$ cat src/rtl/time_display_mux.sv
// Scans an 8-digit common-anode 7-segment display from a frame-synchronous
// shadow of the packed time word, with per-digit blink and decimal points.
module time_display_mux #(
    parameter int REFRESH_DIV  = 100000,
    parameter int BLINK_FRAMES = 250
) (
    input  logic        clk,
    input  logic        reset,
    input  logic [31:0] hora_completa,
    input  logic [7:0]  blink_mask,
    input  logic [7:0]  dp_in,
    output logic [7:0]  an,
    output logic [6:0]  seg,
    output logic        dp,
    output logic        frame_start
);

    localparam int CW = $clog2(REFRESH_DIV);
    localparam int FW = (BLINK_FRAMES > 1) ? $clog2(BLINK_FRAMES) : 1;
    localparam logic [CW-1:0] CNT_MAX = CW'(REFRESH_DIV - 1);
    localparam logic [FW-1:0] FRM_MAX = FW'(BLINK_FRAMES - 1);

    typedef enum logic {
        PH_ON  = 1'b0,
        PH_OFF = 1'b1
    } phase_t;

    logic [CW-1:0] r_count;
    logic [2:0]    r_index;
    logic [31:0]   r_shadow;
    logic [FW-1:0] r_frame_cnt;
    phase_t        r_phase;
    logic [7:0]    r_an;
    logic [6:0]    r_seg;
    logic          r_dp;
    logic          r_frame_start;

    logic          w_tick;
    logic          w_wrap;
    logic [3:0]    w_nibble;
    logic          w_blank;
    logic [7:0]    w_an_nxt;
    logic [6:0]    w_seg_nxt;
    logic          w_dp_nxt;

    assign w_tick = (r_count == CNT_MAX);
    assign w_wrap = w_tick && (r_index == 3'd7);

    // hora_completa is only sampled on the 7->0 wrap so a frame never mixes two time words.
    always_ff @(posedge clk or posedge reset) begin
        if (reset) begin
            r_count       <= '0;
            r_index       <= 3'd0;
            r_shadow      <= 32'd0;
            r_frame_cnt   <= '0;
            r_phase       <= PH_ON;
            r_frame_start <= 1'b0;
        end else begin
            r_frame_start <= w_wrap;
            if (w_tick) begin
                r_count <= '0;
                r_index <= r_index + 3'd1;
            end else begin
                r_count <= r_count + 1'b1;
            end
            if (w_wrap) begin
                r_shadow <= hora_completa;
                if (r_frame_cnt == FRM_MAX) begin
                    r_frame_cnt <= '0;
                    r_phase     <= (r_phase == PH_ON) ? PH_OFF : PH_ON;
                end else begin
                    r_frame_cnt <= r_frame_cnt + 1'b1;
                end
            end
        end
    end

    always_comb begin
        w_nibble  = r_shadow[{r_index, 2'b00} +: 4];
        w_blank   = blink_mask[r_index] && (r_phase == PH_OFF);
        w_an_nxt  = ~(8'b0000_0001 << r_index);
        w_seg_nxt = 7'h7F;
        w_dp_nxt  = ~dp_in[r_index];
        // Separator slots win over blinking so the colon-like dashes never flash.
        if (r_index == 3'd2 || r_index == 3'd5) begin
            w_seg_nxt = 7'h3F;
        end else if (w_blank) begin
            w_seg_nxt = 7'h7F;
            w_dp_nxt  = 1'b1;
        end else begin
            case (w_nibble)
                4'd0:    w_seg_nxt = 7'h40;
                4'd1:    w_seg_nxt = 7'h79;
                4'd2:    w_seg_nxt = 7'h24;
                4'd3:    w_seg_nxt = 7'h30;
                4'd4:    w_seg_nxt = 7'h19;
                4'd5:    w_seg_nxt = 7'h12;
                4'd6:    w_seg_nxt = 7'h02;
                4'd7:    w_seg_nxt = 7'h78;
                4'd8:    w_seg_nxt = 7'h00;
                4'd9:    w_seg_nxt = 7'h10;
                default: w_seg_nxt = 7'h7F;
            endcase
        end
    end

    always_ff @(posedge clk or posedge reset) begin
        if (reset) begin
            r_an  <= 8'hFF;
            r_seg <= 7'h7F;
            r_dp  <= 1'b1;
        end else begin
            r_an  <= w_an_nxt;
            r_seg <= w_seg_nxt;
            r_dp  <= w_dp_nxt;
        end
    end

    assign an          = r_an;
    assign seg         = r_seg;
    assign dp          = r_dp;
    assign frame_start = r_frame_start;

endmodule
$ cat config.mk
export PLATFORM = sky130hd
export DESIGN_NAME = time_display_mux
export DESIGN_NICKNAME = d
export VERILOG_FILES = /design/src/rtl/time_display_mux.sv
export SDC_FILE = /design/constraint.sdc
export NUM_CORES = 1
export LEC_CHECK = 0
export CAP_MARGIN = 20
export CORE_MARGIN = 2
export CORE_UTILIZATION = 53
export CTS_CLUSTER_SIZE = 40
export DETAILED_ROUTE_END_ITERATION = 7
export PLACE_DENSITY = 0.8
export SKIP_LAST_GASP = 1
export SLEW_MARGIN = 10
export SYNTH_ARGS = -nofsm -noshare
export SYNTH_HDL_FRONTEND = slang
export SYNTH_SLANG_ARGS = --single-unit
$ cat constraint.sdc
create_clock -name clk -period 3.5 [get_ports clk]
set_input_delay 0.7 -clock clk [delete_from_list [all_inputs] [get_ports clk]]
set_output_delay 0.7 -clock clk [all_outputs]
set_load 0.01 [all_outputs]
==> impl_metrics.yaml, run 1 <==
yosys:
  syn_nets: 359
  synth_edf_count: 0
  ys_seq_area_frac: 0.514
  synth_seq_cells: 78
  async_flop_share: 1.00
  synthCells: 295
  synth_area_sq_um: 3840
  synth.distinct_cells: 50
  synth_area_per_cell_sq_um: 13.0
  synthFlopType: "dfrtp_1"
  yosys_warnings: 0
place:
  place_ws_ns: 0.735
  gp_congestion: 0.750
  port_buffers: 66
  hpwl_um: 5100
timing:
  min_period_ns: 2.81
  fmax_mhz: 356
  setup_viol: 0
  hold_viol_final: 0
  min_period_over_period: 0.804
  finalWorstSetupSlack_ns: 0.688
  maxSlewViolCount: 0
  tightest_slew_ns: 0.833
  fin_tns_setup_ns: 0
  skew_ns: 0.0132
  grt_setup_unrepaired: "no"
  maxSlewHeadroom: 0.440
critical_path:
  critPathMaxFanout: 36
  cp-endpoint: "r_shadow[1]"
  worstSetupEndpointType: "register"
  rrSetupSlack_ns: 0.69
  criticalPathCategory: "reg2reg"
  startpoint_type: "register"
  reg2reg_to: "r_shadow[1]"
  regToRegStartpoint: "r_index[0]"
  crit_required_ns: 3.74
  cp.arrival_ns: 3.06
  cp-startpoint: "r_index[0]"
  reg2reg_depth: 5
grt:
  grt_pass1_vias: 2392
  grt_usage: 0.201
  grt_max_degree: 72
  grt_pass1_wl_um: 11800
  antenna_found_initial: 0
  gr-total-overflow: 0
route:
  ant_nets: 0
  drtIter0Drc: 90
  drtPass1Iterations: 4
  post_drt_wl_per_cell_um: 15.5
  wl_um: 7240
  viasPerCell: 5.31
  drc: 0
  dr_total_vias: 2480
floorplan:
  start_util: 0.538
  fp.dieW_um: 89.1
  io_pins: 67
  num_rows: 31
  core-area_sq_um: 7140
  die_h_um: 89.1
  die_area_sq_um: 7930
clock_tree:
  cts.sinks: 78
  cts_htree_levels: 3
  postCtsHoldBufs: 0
  cts_tree: "yes"
  post_cts_buffers: 0
  cts_buffers: 9
  clk_latency_ns: 0.36
  root_buffer: "clkbuf_8"
  cts_resized: 0
  clkSlewWorstSetupHoldPaths_ns: 0.09
  clock_path_buffers: 2
finish:
  diodes: 0
  fillerInstances: 508
  syn2layout_area_growth_pct: 24.8
  drive_gt1_frac: 0.139
  nets: 427
  multi_input_area_sq_um: 1710
  regArea_sq_um: 1970
worst_hold_path:
  hold_class: "reg2reg"
flow_run:
  drv_cap: 0
power_and_ir_drop:
  peakVddDrop_mv: 0.236
  powerDensity_nw_per_um2: 379
  power_leakage_nw: 2.19
run_status:
  outcome: "finished clean"
-- critical path, stage by stage (launching register included) --
cell and delay [ns]:
dfrtp_1 0.66, ha_1 0.38, ha_1 0.20, nand3_1 0.31, clkinv_2 0.61, mux2_1 0.52
-- Yosys cell counts, types with 7 or more instances --
cell	n	area share
xnor2_1	9	0.021
dfrtp_1	62	0.40
mux2_1	27	0.079
ha_1	14	0.046
nor2_1	16	0.016
and3_1	7	0.011
xor2_1	7	0.016
mux4_1	12	0.082
nand2_1	19	0.019
nand3_1	10	0.013
inv_1	13	0.013
dfstp_2	16	0.11
o21ai_0	13	0.017
-- stage by stage --
step	power [mW]	hold WS (ns)	area, sq um	cells	util
after floorplan	0.938	0.445	3840	295	-
after global placement	1.00	0.459	4540	451	0.637
after detailed placement	1.00	0.468	4540	451	0.637
after CTS	1.83	0.488	4790	467	0.671
after global routing	1.87	0.496	4790	467	0.671
final	1.81	0.487	4790	467	0.671
-- cell type report --
| class | count | share of cell area |
|---|---|---|
| Tap cell | 99 | 0.0259 |
| Multi-Input combinational cell | 193 | 0.358 |
| Timing Repair Buffer | 67 | 0.142 |
| Inverter | 14 | 0.0112 |
| Sequential cell | 78 | 0.412 |
| Clock inverter | 7 | 0.0251 |
| Clock buffer | 9 | 0.0259 |
-- cell families after synthesis --
logic type                 share of synthesized area
DFF                                            0.514
adders and majority gates                     0.0457
and+or+nand+nor                                0.110
muxes                                          0.200
AOI/OAI and AO/OA                             0.0502
xor gates and xnor gates                      0.0408
buffers and inverters                         0.0395
-- worst min path at each step --
stage	start	depth (start not counted)	endpoint
2_1_floorplan	r_frame_cnt[6]	1	r_frame_cnt[6]
3_3_place_gp	r_shadow[5]	1	r_shadow[5]
3_5_place_dp	r_shadow[5]	1	r_shadow[5]
4_1_cts	r_shadow[5]	1	r_shadow[5]
5_1_grt	r_shadow[5]	1	r_shadow[5]
6_report	r_shadow[12]	1	r_shadow[12]
-- flip-flops by register name, indices dropped and copies added (netlist names) --
register	flops
seg	7
r_phase	1
r_frame_cnt	8
frame_start	1
r_count	17
an	8
dp	1
r_shadow	32
r_index	3
-- report_power, final --
group | total, mW | switching [mW] | leakage [nW] | internal [mW]
combinational | 0.0817 | 0.0273 | 1.05 | 0.0544
sequential | 0.902 | 0.000120 | 1.02 | 0.902
clock | 0.828 | 0.351 | 0.120 | 0.477
-- cells in the final DEF (no fill, tap or decap), drive strengths merged, types with 2 or more instances in the layout --
| master | count |
|---|---|
| clkdlybuf4s50 | 66 |
| dfrtp | 62 |
| mux2 | 34 |
| nand2 | 20 |
| nor2 | 16 |
| dfstp | 16 |
| o21ai | 15 |
| inv | 15 |
| ha | 14 |
| mux4 | 12 |
| nand3 | 10 |
| xnor2 | 10 |
| clkbuf | 9 |
| and3 | 7 |
| xor2 | 7 |
| a21oi | 6 |
| o31ai | 5 |
| mux2i | 5 |
| nand4 | 4 |
| nor2b | 4 |
| bufinv | 3 |
| or2 | 3 |
| nand2b | 3 |
| clkinv | 2 |
| or3 | 2 |
| o22ai | 2 |
| or4b | 2 |
-- metal layers --
metal / global-route usage / share of wire / vias up
met5: 0 / 0 / -
met2: 0.301 / 0.48 / 58
li1: - / - / 1187
met3: 0.0471 / 0.034 / 16
met1: 0.280 / 0.46 / 1219
met4: 0.0950 / 0.026 / 0
(Power assumes the default switching activity.)
==> run 2: changes to the inputs <==
- CORE_UTILIZATION: 53 -> 48
- PLACE_DENSITY: 0.8 -> 0.77
- clock period: 3.5 -> 2.5 ns (I/O delays scaled with it)
==> run 2 against run 1 <==
Effect of this change:
- sequential cell count stayed put
- final area is 0.29% higher
- largest cell class unchanged
- largest power group unchanged
- power is 30% higher
- non-clock buffer count is 5 higher
- highest routed layer unchanged
- sequential power is 40% higher
- global-route usage is 1.7 points lower
- die area is 9.9% higher
- via count is 1.7% higher
==> impl_metrics.yaml, run 2 (synthesis gave the netlist of run 1 again) <==
run_status:
  outcome: "finished clean"
timing:
  finalWorstSetupSlack_ns: 0.151
  fmax_mhz: 426
  min_period_over_period: 0.940
  hold_viol_final: 0
  grt_setup_unrepaired: "no"
  maxSlewViolCount: 0
  tightest_slew_ns: 0.740
  fin_tns_setup_ns: 0
  setup_viol: 0
  skew_ns: 0.0123
  holdWs_ns: 0.484
  maxSlewHeadroom: 0.503
  min_period_ns: 2.35
route:
  ant_nets: 0
  dr_total_vias: 2521
  viasPerCell: 5.31
  drtPass1Iterations: 4
  drc: 0
  wl_um: 7370
  drtIter0Drc: 95
  post_drt_wl_per_cell_um: 15.5
finish:
  final_core_util: 0.621
  finalNonFillerCells: 475
  drive_gt1_frac: 0.150
  largest_reg_flops: 32
  final_common_cell: "clkdlybuf4s50_1"
  top_register: "r_shadow"
  most-common-layout-cells: "66 x clkdlybuf4s50_1, 62 x dfrtp_1, 27 x mux2_1"
  syn2layout_area_growth_pct: 25.1
  reg_top3: "r_shadow x32, r_count x17"
  diodes: 0
  fin_area_sq_um: 4800
  nets: 432
critical_path:
  cp_num_buf_inv: 1
  reg2reg_to: "seg[3]"
  criticalPathCategory: "reg2reg"
  cp.arrival_ns: 2.64
  rrSetupSlack_ns: 0.15
  cp_cell_sequence: "mux4_1, mux2i_1, inv_1, ha_1, or2_0, a21oi_1, o21ai_1"
  startpoint_type: "register"
  regToRegStartpoint: "r_index[0]"
  cp_slowest_cell: "dfrtp_1"
  slowest_delay_ns: 0.68
  critPathMaxFanout: 11
  path_delay_family: "multiplexers"
  crit_required_ns: 2.79
  worstSetupEndpointType: "register"
  reg2reg_depth: 7
clock_tree:
  cts_resized: 0
  cts_tree: "yes"
  cts.sinks: 78
  root_buffer: "clkbuf_8"
  post_cts_buffers: 0
  clkSlewWorstSetupHoldPaths_ns: 0.09
  cts_buffers: 9
  clk_latency_ns: 0.36
  postCtsHoldBufs: 0
  cts_htree_levels: 3
  clock_path_buffers: 2
grt:
  antenna_found_initial: 0
  grt_pass1_wl_um: 12200
  grt_max_degree: 79
  grt_pass1_vias: 2573
  gr-total-overflow: 0
  grt_usage: 0.184
floorplan:
  num_rows: 32
  start_util: 0.496
  die_area_sq_um: 8720
  fp.dieW_um: 93.4
  core-area_sq_um: 7730
  die_h_um: 93.4
  io_pins: 67
place:
  dp.cells: 459
  port_buffers: 66
  placed_cell_area_sq_um: 4600
  hpwl_um: 5230
  gp_congestion: 0.828
  place_ws_ns: 0.194
power_and_ir_drop:
  powerDensity_nw_per_um2: 490
  peakVddDrop_mv: 0.238
  p_total_mw: 2.35
  power_leakage_nw: 2.19
worst_hold_path:
  holdPathEnd: "r_shadow[22]"
  hold_class: "reg2reg"
  min_from: "r_shadow[22]"
  min_path_cells: 1
flow_run:
  drv_cap: 0
[run 2: final cells by class]
class                      instances  area (sq um)
multi-input combinational        193          1710
clock inverter                     7          80.1
inverter                          14          53.8
fill                             599          2930
sequential                        78          1970
tap                              102           128
timing repair buffer              72           731
clock buffer                       9           124
[run 2: worst max-delay path by stage]
stage                     startpoint          end  slack [ns]  cells after the start
after CTS                 r_index[0]       seg[3]        0.15                      7
after detailed placement  r_index[0]       seg[5]        0.19                      8
after floorplan                reset  frame_start        0.03                      1
after global placement    r_index[0]       seg[5]        0.28                      8
final                     r_index[0]       seg[3]        0.15                      7
after global routing      r_index[0]       seg[3]        0.03                      7
[run 2: where the power goes]
part	total [mW]	switching, mW	leakage [nW]	internal [mW]
Sequential	1.26	0.000237	1.02	1.26
Clock	0.974	0.501	0.0968	0.473
Combinational	0.116	0.0393	1.08	0.0764
Total	2.35	0.541	2.19	1.81
[run 2: routing by layer]
metal | up-vias | part of all wire | GRT usage
li1 | 1201 | - | -
met1 | 1252 | 0.46 | 0.241
met2 | 57 | 0.47 | 0.293
met3 | 11 | 0.048 | 0.0459
met4 | 0 | 0.017 | 0.0809
met5 | - | 0 | 0
